## src/rtl/gpr_bus_sequencer_if.sv

```systemverilog
// gpr_bus_sequencer_if
//   Bundles the request handshake, operand selects and GPR strobes that run
//   between instruction decode (master) and the GPR bus sequencer (slave).
//   Signals:
//     req_valid/req_ready      transfer request handshake
//     req_src/req_src_ext      transfer source (GPR index, or external driver)
//     req_dst                  transfer destination GPR
//     lhs_en/lhs_sel           LHS ALU operand select
//     rhs_en/rhs_sel           RHS ALU operand select
//     main_assert_n, load      main-bus strobes (active-low assert, active-high load)
//     lhs_assert_n, rhs_assert_n  operand bus strobes (active-low)
//     done, busy               transfer status
interface gpr_bus_sequencer_if #(
  parameter int NUM_REGS = 4,
  parameter int SEL_W    = 2
);
  logic                req_valid;
  logic                req_ready;
  logic [SEL_W-1:0]    req_src;
  logic                req_src_ext;
  logic [SEL_W-1:0]    req_dst;
  logic                lhs_en;
  logic [SEL_W-1:0]    lhs_sel;
  logic                rhs_en;
  logic [SEL_W-1:0]    rhs_sel;
  logic [NUM_REGS-1:0] main_assert_n;
  logic [NUM_REGS-1:0] load;
  logic [NUM_REGS-1:0] lhs_assert_n;
  logic [NUM_REGS-1:0] rhs_assert_n;
  logic                done;
  logic                busy;

  modport master (
    output req_valid, req_src, req_src_ext, req_dst,
           lhs_en, lhs_sel, rhs_en, rhs_sel,
    input  req_ready, main_assert_n, load, lhs_assert_n, rhs_assert_n, done, busy
  );

  modport slave (
    input  req_valid, req_src, req_src_ext, req_dst,
           lhs_en, lhs_sel, rhs_en, rhs_sel,
    output req_ready, main_assert_n, load, lhs_assert_n, rhs_assert_n, done, busy
  );
endinterface

```

## src/rtl/gpr_bus_sequencer.sv

```systemverilog
// gpr_bus_sequencer
//   Control-side driver for the GPR group. Sequences one register transfer at a
//   time over the shared main bus (GPR->GPR or external->GPR) with
//   break-before-make, and registers the LHS/RHS operand selects.
//   Ports:
//     clk   system clock, rising edge
//     rst   synchronous reset, active-high
//     bus   gpr_bus_sequencer_if.slave (request handshake, selects, strobes, status)
//
//   state | meaning
//   ------+----------------------------------------------------------
//   IDLE  | ready for a request; all main-bus strobes inactive
//   DRIVE | source drives main bus for SETTLE_CYCLES cycles
//   LOAD  | source still driving, destination load pulse high
//   GAP   | bus released (all 1s), done pulse; guaranteed dead cycle
module gpr_bus_sequencer #(
  parameter int NUM_REGS      = 4,
  parameter int SEL_W         = 2,
  parameter int SETTLE_CYCLES = 1
) (
  input logic              clk,
  input logic              rst,
  gpr_bus_sequencer_if.slave bus
);

  typedef enum logic [1:0] {
    IDLE  = 2'd0,
    DRIVE = 2'd1,
    LOAD  = 2'd2,
    GAP   = 2'd3
  } state_t;

  localparam int CNT_W = (SETTLE_CYCLES > 1) ? $clog2(SETTLE_CYCLES) : 1;
  localparam logic [CNT_W-1:0] CNT_TOP = CNT_W'(SETTLE_CYCLES - 1);

  state_t              state;
  logic [CNT_W-1:0]    cnt;
  logic [SEL_W-1:0]    dst_q;
  logic [NUM_REGS-1:0] main_n_q;
  logic [NUM_REGS-1:0] load_q;
  logic                done_q;
  logic [NUM_REGS-1:0] lhs_n_q;
  logic [NUM_REGS-1:0] rhs_n_q;

  // Indices at or beyond NUM_REGS match no bit, so the strobe stays inactive.
  function automatic logic [NUM_REGS-1:0] onehot(input logic [SEL_W-1:0] idx);
    logic [NUM_REGS-1:0] v;
    v = '0;
    for (int i = 0; i < NUM_REGS; i++) begin
      if (int'(idx) == i) v[i] = 1'b1;
    end
    return v;
  endfunction

  // Transfer FSM. The settle timer is loaded on accept and counts down;
  // terminal count (zero) moves DRIVE to LOAD.
  always_ff @(posedge clk) begin
    if (rst) begin
      state    <= IDLE;
      cnt      <= '0;
      dst_q    <= '0;
      main_n_q <= '1;
      load_q   <= '0;
      done_q   <= 1'b0;
    end else begin
      case (state)
        IDLE: begin
          done_q   <= 1'b0;
          load_q   <= '0;
          main_n_q <= '1;
          if (bus.req_valid) begin
            dst_q    <= bus.req_dst;
            cnt      <= CNT_TOP;
            // External source: the bus is driven from outside, assert no GPR.
            main_n_q <= bus.req_src_ext ? '1 : ~onehot(bus.req_src);
            state    <= DRIVE;
          end
        end
        DRIVE: begin
          if (cnt == '0) begin
            load_q <= onehot(dst_q);
            state  <= LOAD;
          end else begin
            cnt <= cnt - 1'b1;
          end
        end
        LOAD: begin
          // Release the bus and drop the load in the same edge; GAP is the
          // dead cycle that keeps successive drivers from overlapping.
          load_q   <= '0;
          main_n_q <= '1;
          done_q   <= 1'b1;
          state    <= GAP;
        end
        GAP: begin
          done_q <= 1'b0;
          state  <= IDLE;
        end
        default: begin
          state    <= IDLE;
          main_n_q <= '1;
          load_q   <= '0;
          done_q   <= 1'b0;
        end
      endcase
    end
  end

  // Operand selects run every cycle, independent of any transfer in flight.
  always_ff @(posedge clk) begin
    if (rst) begin
      lhs_n_q <= '1;
      rhs_n_q <= '1;
    end else begin
      lhs_n_q <= bus.lhs_en ? ~onehot(bus.lhs_sel) : '1;
      rhs_n_q <= bus.rhs_en ? ~onehot(bus.rhs_sel) : '1;
    end
  end

  assign bus.main_assert_n = main_n_q;
  assign bus.load          = load_q;
  assign bus.done          = done_q;
  assign bus.lhs_assert_n  = lhs_n_q;
  assign bus.rhs_assert_n  = rhs_n_q;
  assign bus.req_ready     = (state == IDLE);
  assign bus.busy          = (state != IDLE);

endmodule
```

## src/flat_wrapper.sv

```systemverilog
// flat-port wrapper written by rule: the top's interface ports become plain ports
module gpr_bus_sequencer_flat 
#(
  parameter int NUM_REGS      = 4,
  parameter int SEL_W         = 2,
  parameter int SETTLE_CYCLES = 1
)
  (clk, rst, bus_req_valid, bus_req_src, bus_req_src_ext, bus_req_dst, bus_lhs_en, bus_lhs_sel, bus_rhs_en, bus_rhs_sel, bus_req_ready, bus_main_assert_n, bus_load, bus_lhs_assert_n, bus_rhs_assert_n, bus_done, bus_busy);
  gpr_bus_sequencer_if #(.NUM_REGS(NUM_REGS), .SEL_W(SEL_W)) bus_i ();
  input logic clk;
  input logic rst;
  input wire logic [$bits(bus_i.req_valid)-1:0] bus_req_valid;
  input wire logic [$bits(bus_i.req_src)-1:0] bus_req_src;
  input wire logic [$bits(bus_i.req_src_ext)-1:0] bus_req_src_ext;
  input wire logic [$bits(bus_i.req_dst)-1:0] bus_req_dst;
  input wire logic [$bits(bus_i.lhs_en)-1:0] bus_lhs_en;
  input wire logic [$bits(bus_i.lhs_sel)-1:0] bus_lhs_sel;
  input wire logic [$bits(bus_i.rhs_en)-1:0] bus_rhs_en;
  input wire logic [$bits(bus_i.rhs_sel)-1:0] bus_rhs_sel;
  output wire logic [$bits(bus_i.req_ready)-1:0] bus_req_ready;
  output wire logic [$bits(bus_i.main_assert_n)-1:0] bus_main_assert_n;
  output wire logic [$bits(bus_i.load)-1:0] bus_load;
  output wire logic [$bits(bus_i.lhs_assert_n)-1:0] bus_lhs_assert_n;
  output wire logic [$bits(bus_i.rhs_assert_n)-1:0] bus_rhs_assert_n;
  output wire logic [$bits(bus_i.done)-1:0] bus_done;
  output wire logic [$bits(bus_i.busy)-1:0] bus_busy;
  assign bus_i.req_valid = bus_req_valid;
  assign bus_i.req_src = bus_req_src;
  assign bus_i.req_src_ext = bus_req_src_ext;
  assign bus_i.req_dst = bus_req_dst;
  assign bus_i.lhs_en = bus_lhs_en;
  assign bus_i.lhs_sel = bus_lhs_sel;
  assign bus_i.rhs_en = bus_rhs_en;
  assign bus_i.rhs_sel = bus_rhs_sel;
  assign bus_req_ready = bus_i.req_ready;
  assign bus_main_assert_n = bus_i.main_assert_n;
  assign bus_load = bus_i.load;
  assign bus_lhs_assert_n = bus_i.lhs_assert_n;
  assign bus_rhs_assert_n = bus_i.rhs_assert_n;
  assign bus_done = bus_i.done;
  assign bus_busy = bus_i.busy;
  gpr_bus_sequencer #(.NUM_REGS(NUM_REGS), .SEL_W(SEL_W), .SETTLE_CYCLES(SETTLE_CYCLES)) u_core (.clk(clk), .rst(rst), .bus(bus_i));
endmodule
```

## config.mk

```make
export PLATFORM = sky130hd
export DESIGN_NAME = gpr_bus_sequencer_flat
export DESIGN_NICKNAME = d
export VERILOG_FILES = /design/src/rtl/gpr_bus_sequencer_if.sv /design/src/rtl/gpr_bus_sequencer.sv /design/src/flat_wrapper.sv
export SDC_FILE = /design/constraint.sdc
export NUM_CORES = 1
export LEC_CHECK = 0
export ABC_AREA = 1
export CAP_MARGIN = 40
export CELL_PAD_IN_SITES_DETAIL_PLACEMENT = 1
export CELL_PAD_IN_SITES_GLOBAL_PLACEMENT = 1
export CORE_MARGIN = 2
export CORE_UTILIZATION = 26
export CTS_BUF_LIST = sky130_fd_sc_hd__clkbuf_16
export DETAILED_ROUTE_END_ITERATION = 8
export PLACE_DENSITY_LB_ADDON = 0.3
export SLEW_MARGIN = 30
export SYNTH_ARGS = -nofsm -noshare
export SYNTH_HDL_FRONTEND = slang
export SYNTH_SLANG_ARGS = --single-unit
```

## constraint.sdc

```tcl
create_clock -name clk -period 1.24 [get_ports clk]
set_clock_uncertainty 0.2 [all_clocks]
set_input_delay 0.248 -clock clk [delete_from_list [all_inputs] [get_ports clk]]
set_output_delay 0.248 -clock clk [all_outputs]
set_load 0.05 [all_outputs]
```

# Yosys cells after proc, flatten, opt, wreduce, memory -nomap -nowiden
# Index checks and enable logic that the tools add are counted.
# op_classes
eq_ne	17
n_bitwise	5
add_sub_neg	1
n_mux	48
n_reduce_logical	18
# op_table
operator	n
2-to-1 mux 1 bit	38
== test 2 bit (second input constant)	10
one-hot mux 4 bit (2 select lines)	2
2-to-1 mux 4 bit	3
inverter 4 bit	3
== test 2 x 1 -> 1 bit (second input constant)	5
zero test 2 bit	5
nonzero test 2 bit	5
one-hot mux 2 bit (4 select lines)	1
AND reduction 2 bit	4
OR reduction 2 bit	4
2-to-1 mux 2 bit	2
inequality test 2 bit (second input constant)	2
one-hot mux 1 bit (2 select lines)	2
inverter 1 bit	2
subtractor 1 bit (second input constant)	1
# word_totals
wordCells	97
input_bits	14
ff_bits	22

# Longest topological paths before layout
# logic_depth
word_depth	9
depth_mapped	6

# Worst setup path before layout
# OpenSTA, ideal clock, no wires.
# synth_timing
path_kind	flip-flop to output port
start	reg u_core.state[0]
end	out bus_busy
required_ns	0.792
path_slack_ns	-0.603
arrival_ns	1.395
path_stages_with_launch	4
n_path_buf	0
path_cell_list	dfxtp_1 > inv_1 > ha_1 > inv_1
# synth_between
elab_chain_cells	1
# synth_lines
element	line	source
from (decl)	gpr_bus_sequencer.sv:36	state_t state;
from (signal assigned)	gpr_bus_sequencer.sv:59	state <= IDLE;
from (signal assigned)	gpr_bus_sequencer.sv:76	state <= DRIVE;
from (signal assigned)	gpr_bus_sequencer.sv:82	state <= LOAD;
nonzero test 2 bit	gpr_bus_sequencer.sv:126	assign bus.busy = (state != IDLE);
to (decl)	flat_wrapper.sv:26	output wire logic [$bits(bus_i.busy)-1:0] bus_busy;
# No other way between the ends.

# Worst setup path after layout
# layout_timing
start	reg u_core.state[1]
end	out bus_busy
# The elaborated chain is that of the path after synthesis.

==> metrics.csv <==
stage,metric,value,unit
grt,grt-ovfl-total,0,
timing,slew_viol_final,0,
detailed_routing,drt_wl_total,2730,um
synthesis,synthTopCellsByArea,"dfxtp_1 (51%), inv_1 (8.2%), nand3_1 (7.9%), ha_1 (7.6%), a21oi_1 (7.3%)",
synthesis,ys_top_cells_by_count,"dfxtp_1 (21), inv_1 (18), nand2_1 (13), nand3_1 (13), a21oi_1 (12)",
critical_path,end_of_the_worst_register_to_register_path,u_core.bus.load[3]$_SDFFE_PP0P_,
min_path,worstHoldStart,u_core.bus.done$_SDFFE_PP0P_,
cells_and_area,layout.cells.non_filler,197,
critical_path,r2r-start,u_core.state[1]$_SDFFE_PP0P_,
timing,setup_total_negative_slack,-2550,ps
place,pre_cts_ws,-258,ps
critical_path,worst-path-max-fanout,3,
detailed_routing,via_per_inst,4.44,
floorplan,design.portCount,33,
critical_path,reg2reg_slack,-270,ps
grt,pin_count_of_the_biggest_net_entering_global_routing,13,
place,port-buffer-count,32,
synthesis,mappedNetlistNets,121,
cts,tritoncts_clock_tree,built,
cells_and_area,antennaDiodeCount,0,
pwr,power_per_cell_area,2490,nW/um^2
run,max_cap_violations,0,
grt,number_of_antenna_violations_at_the_first_check_in_global_routing,0,
cts,cts.reportedPaths.clkPinSlew,60,ps
detailed_routing,dr_total_vias,875,
grt,grt_util_all_layers,16.3,%
timing,final.hold.worst_slack,275,ps
timing,final-hold-violation-count,0,
timing,rsz0062_at_grt,yes,
critical_path,worst_reg2reg_path_depth,7,
synthesis,synth_cell_types,12,
cells_and_area,fill_cells,313,
floorplan,chipHeight,60.3,um
synthesis,synthArstFlopShare,0,%
timing,final-setup-viol-count,15,
cells_and_area,nNetsFinal,173,
cells_and_area,drive_above_1_share,57.5,%
cts,cts_made_buffers,3,
synthesis,mappedNetlistArea,825,um^2
synthesis,post_synth_inst_count,102,
grt,grt_pass1_wl,4270,um
synthesis,synth_largest_area_cell,dfxtp_1,
synthesis,synth_enable_flop_cells,0,
outcome,run_status,"complete, but fails checks",
floorplan,die_width,60.3,um
detailed_routing,detailedRoute.firstPassIterationCount,4,
synthesis,share_of_the_synthesized_area_in_the_top_cell_type,51.0,%
cts,number_of_clock_sinks,21,
timing,highest_clock_rate,657,MHz
cts,max-clock-path-buffers,2,
floorplan,floorplan.rows,20,
critical_path,worst-endpoint-required,790,ps
timing,final.setup.worst_slack,-282,ps
timing,timing.final.crit_share,123,%
floorplan,floorplan.core_area,3030,um^2
critical_path,critPathArrivalTime,1070,ps
grt,vias_in_the_first_global_route,996,
min_path,worst_hold_path.endpoint,u_core.bus.done$_SDFFE_PP0P_,
place,dpl.hpwl,1750,um
detailed_routing,drt.antenna.violating_nets,0,
critical_path,path_class,reg2out,
detailed_routing,avgRoutedWirePerCell,13.8,um
critical_path,crit_path_start_kind,flop,
outcome,violated_checks,negative setup slack,
cts,insertion_delay,250,ps
min_path,worst_hold_path.num_cells,2,
place,gp_congestion,0.675,
floorplan,floorplan.initialDensity,27.2,%
synthesis,number_of_synthesized_register_bits,21,
timing,timing.max_slew.rel_slack,82.9,%
pwr,vdd_ir_drop_max,1150,uV
synthesis,syn_area_per_cell,8.08,um^2
cells_and_area,layout-area-overhead-vs-synth,116,%
timing,max_slew.worst_pin.slew,256,ps
synthesis,synth_ff_type,dfxtp_1,
critical_path,critical_path.endpoint_type,primary output,
cts,htree_num_levels,1,
floorplan,floorplan_die_area,3640,um^2
timing,finalWorstPathRequiredPeriod,1520,ps
detailed_routing,first_iter_violations,21,
pwr,power.leakage,0.742,nW
cts,clock_tree.root_cell,clkbuf_16,
min_path,hold_path_class,reg2reg,
detailed_routing,remaining_routing_drc_violations,0,
synthesis,ys_warn_count,0,
place,numPlacedInstances,182,
synthesis,synth_seq_area_share,51.0,%
synthesis,post-synth-top-count-cell,dfxtp_1,
area by class of cell:
type	instances	area [um^2]	area share, %
well taps	44	55.1	3.10
repair buffers	47	642	36.1
inverters	19	85.1	4.79
flip-flops and latches	21	435	24.5
clock buffers	3	75.1	4.22
multi-input cells	62	480	27.0
clock inverters	1	5.00	0.281
sequential cells by signal (all words and copies together), names as in the netlist:
| name | cells |
|---|---|
| u_core.bus.done | 1 |
| u_core.bus.lhs_assert_n | 4 |
| u_core.bus.load | 4 |
| u_core.bus.main_assert_n | 4 |
| u_core.bus.rhs_assert_n | 4 |
| u_core.dst_q | 2 |
| u_core.state | 2 |
worst max-delay path: stages (launching register included):
cell and delay, ps:
dfxtp_2 330, inv_2 70, ha_4 170, clkinvlp_4 100, buf_12 150
placed cells by master, fill, tap and decap left out, types with 3 or more instances in the layout:
cell type / n
nor2_4: 3
buf_6: 5
clkbuf_16: 3
dfxtp_1: 9
nand3_1: 9
o21ai_2: 6
inv_1: 13
dfxtp_2: 12
clkdlybuf4s50_1: 13
nand3_2: 4
ha_4: 3
buf_4: 10
buf_12: 19
nand2_1: 10
a21oi_2: 7
o21ai_1: 3
nor2_2: 4
a21oi_1: 5
worst max-delay path by stage:
stage                                               end                    startpoint
4_1_cts                                        bus_busy  u_core.state[0]$_SDFFE_PP0P_
5_1_grt                 u_core.bus.load[3]$_SDFFE_PP0P_  u_core.state[1]$_SDFFE_PP0P_
2_1_floorplan                                  bus_busy  u_core.state[1]$_SDFFE_PP0P_
3_5_place_dp               u_core.state[1]$_SDFFE_PP0P_                 bus_req_valid
3_3_place_gp   u_core.bus.main_assert_n[3]$_SDFFE_PP1N_                           rst
6_report                                       bus_busy  u_core.state[1]$_SDFFE_PP0P_
power breakdown:
part	switching, mW	total, mW	internal (mW)
Sequential	0.154	1.00	0.848
Clock	0.235	0.667	0.432
Combinational	1.41	2.75	1.35
Total	1.80	4.42	2.63
kinds of logic (layout without fill, tap and decap cells):
| kind of cell | after synthesis | in the layout | synth area share [%] |
|---|---|---|---|
| adders and majority gates | 5 | 5 | 7.59 |
| DFF | 21 | 21 | 51.0 |
| AOI/OAI and AO/OA | 21 | 21 | 12.7 |
| buffers and inverters | 20 | 70 | 9.56 |
| and+or+nand+nor | 35 | 36 | 19.1 |
per-layer routing:
| layer | vias up | wire length [um] | GRT usage [%] |
|---|---|---|---|
| met1 | 418 | 947 | 14.8 |
| met3 | 6 | 108 | 4.98 |
| li1 | 426 | - | - |
| met2 | 25 | 1620 | 33.1 |
| met4 | 0 | 47 | 5.71 |
| met5 | - | 0 | 0 |
per-stage QoR:
step                      area, um^2  util (%)  total power [mW]
final                           1780      58.7              4.42
after detailed placement        1440      47.5              2.91
after global placement          1440      47.5              2.85
after global routing            1780      58.7              4.63
after CTS                       1700      56.1              4.11
after floorplan                  843         -              2.01
timing repair:
item	in CTS	in global routing
cloned	1	0
hold buffers	0	0
hold endpoints to repair	0	0
resized for setup	34	25
pin swaps	17	13
setup endpoints to repair	15	28
setup buffers	8	3
No activity file was read; power rests on OpenSTA's default activity.
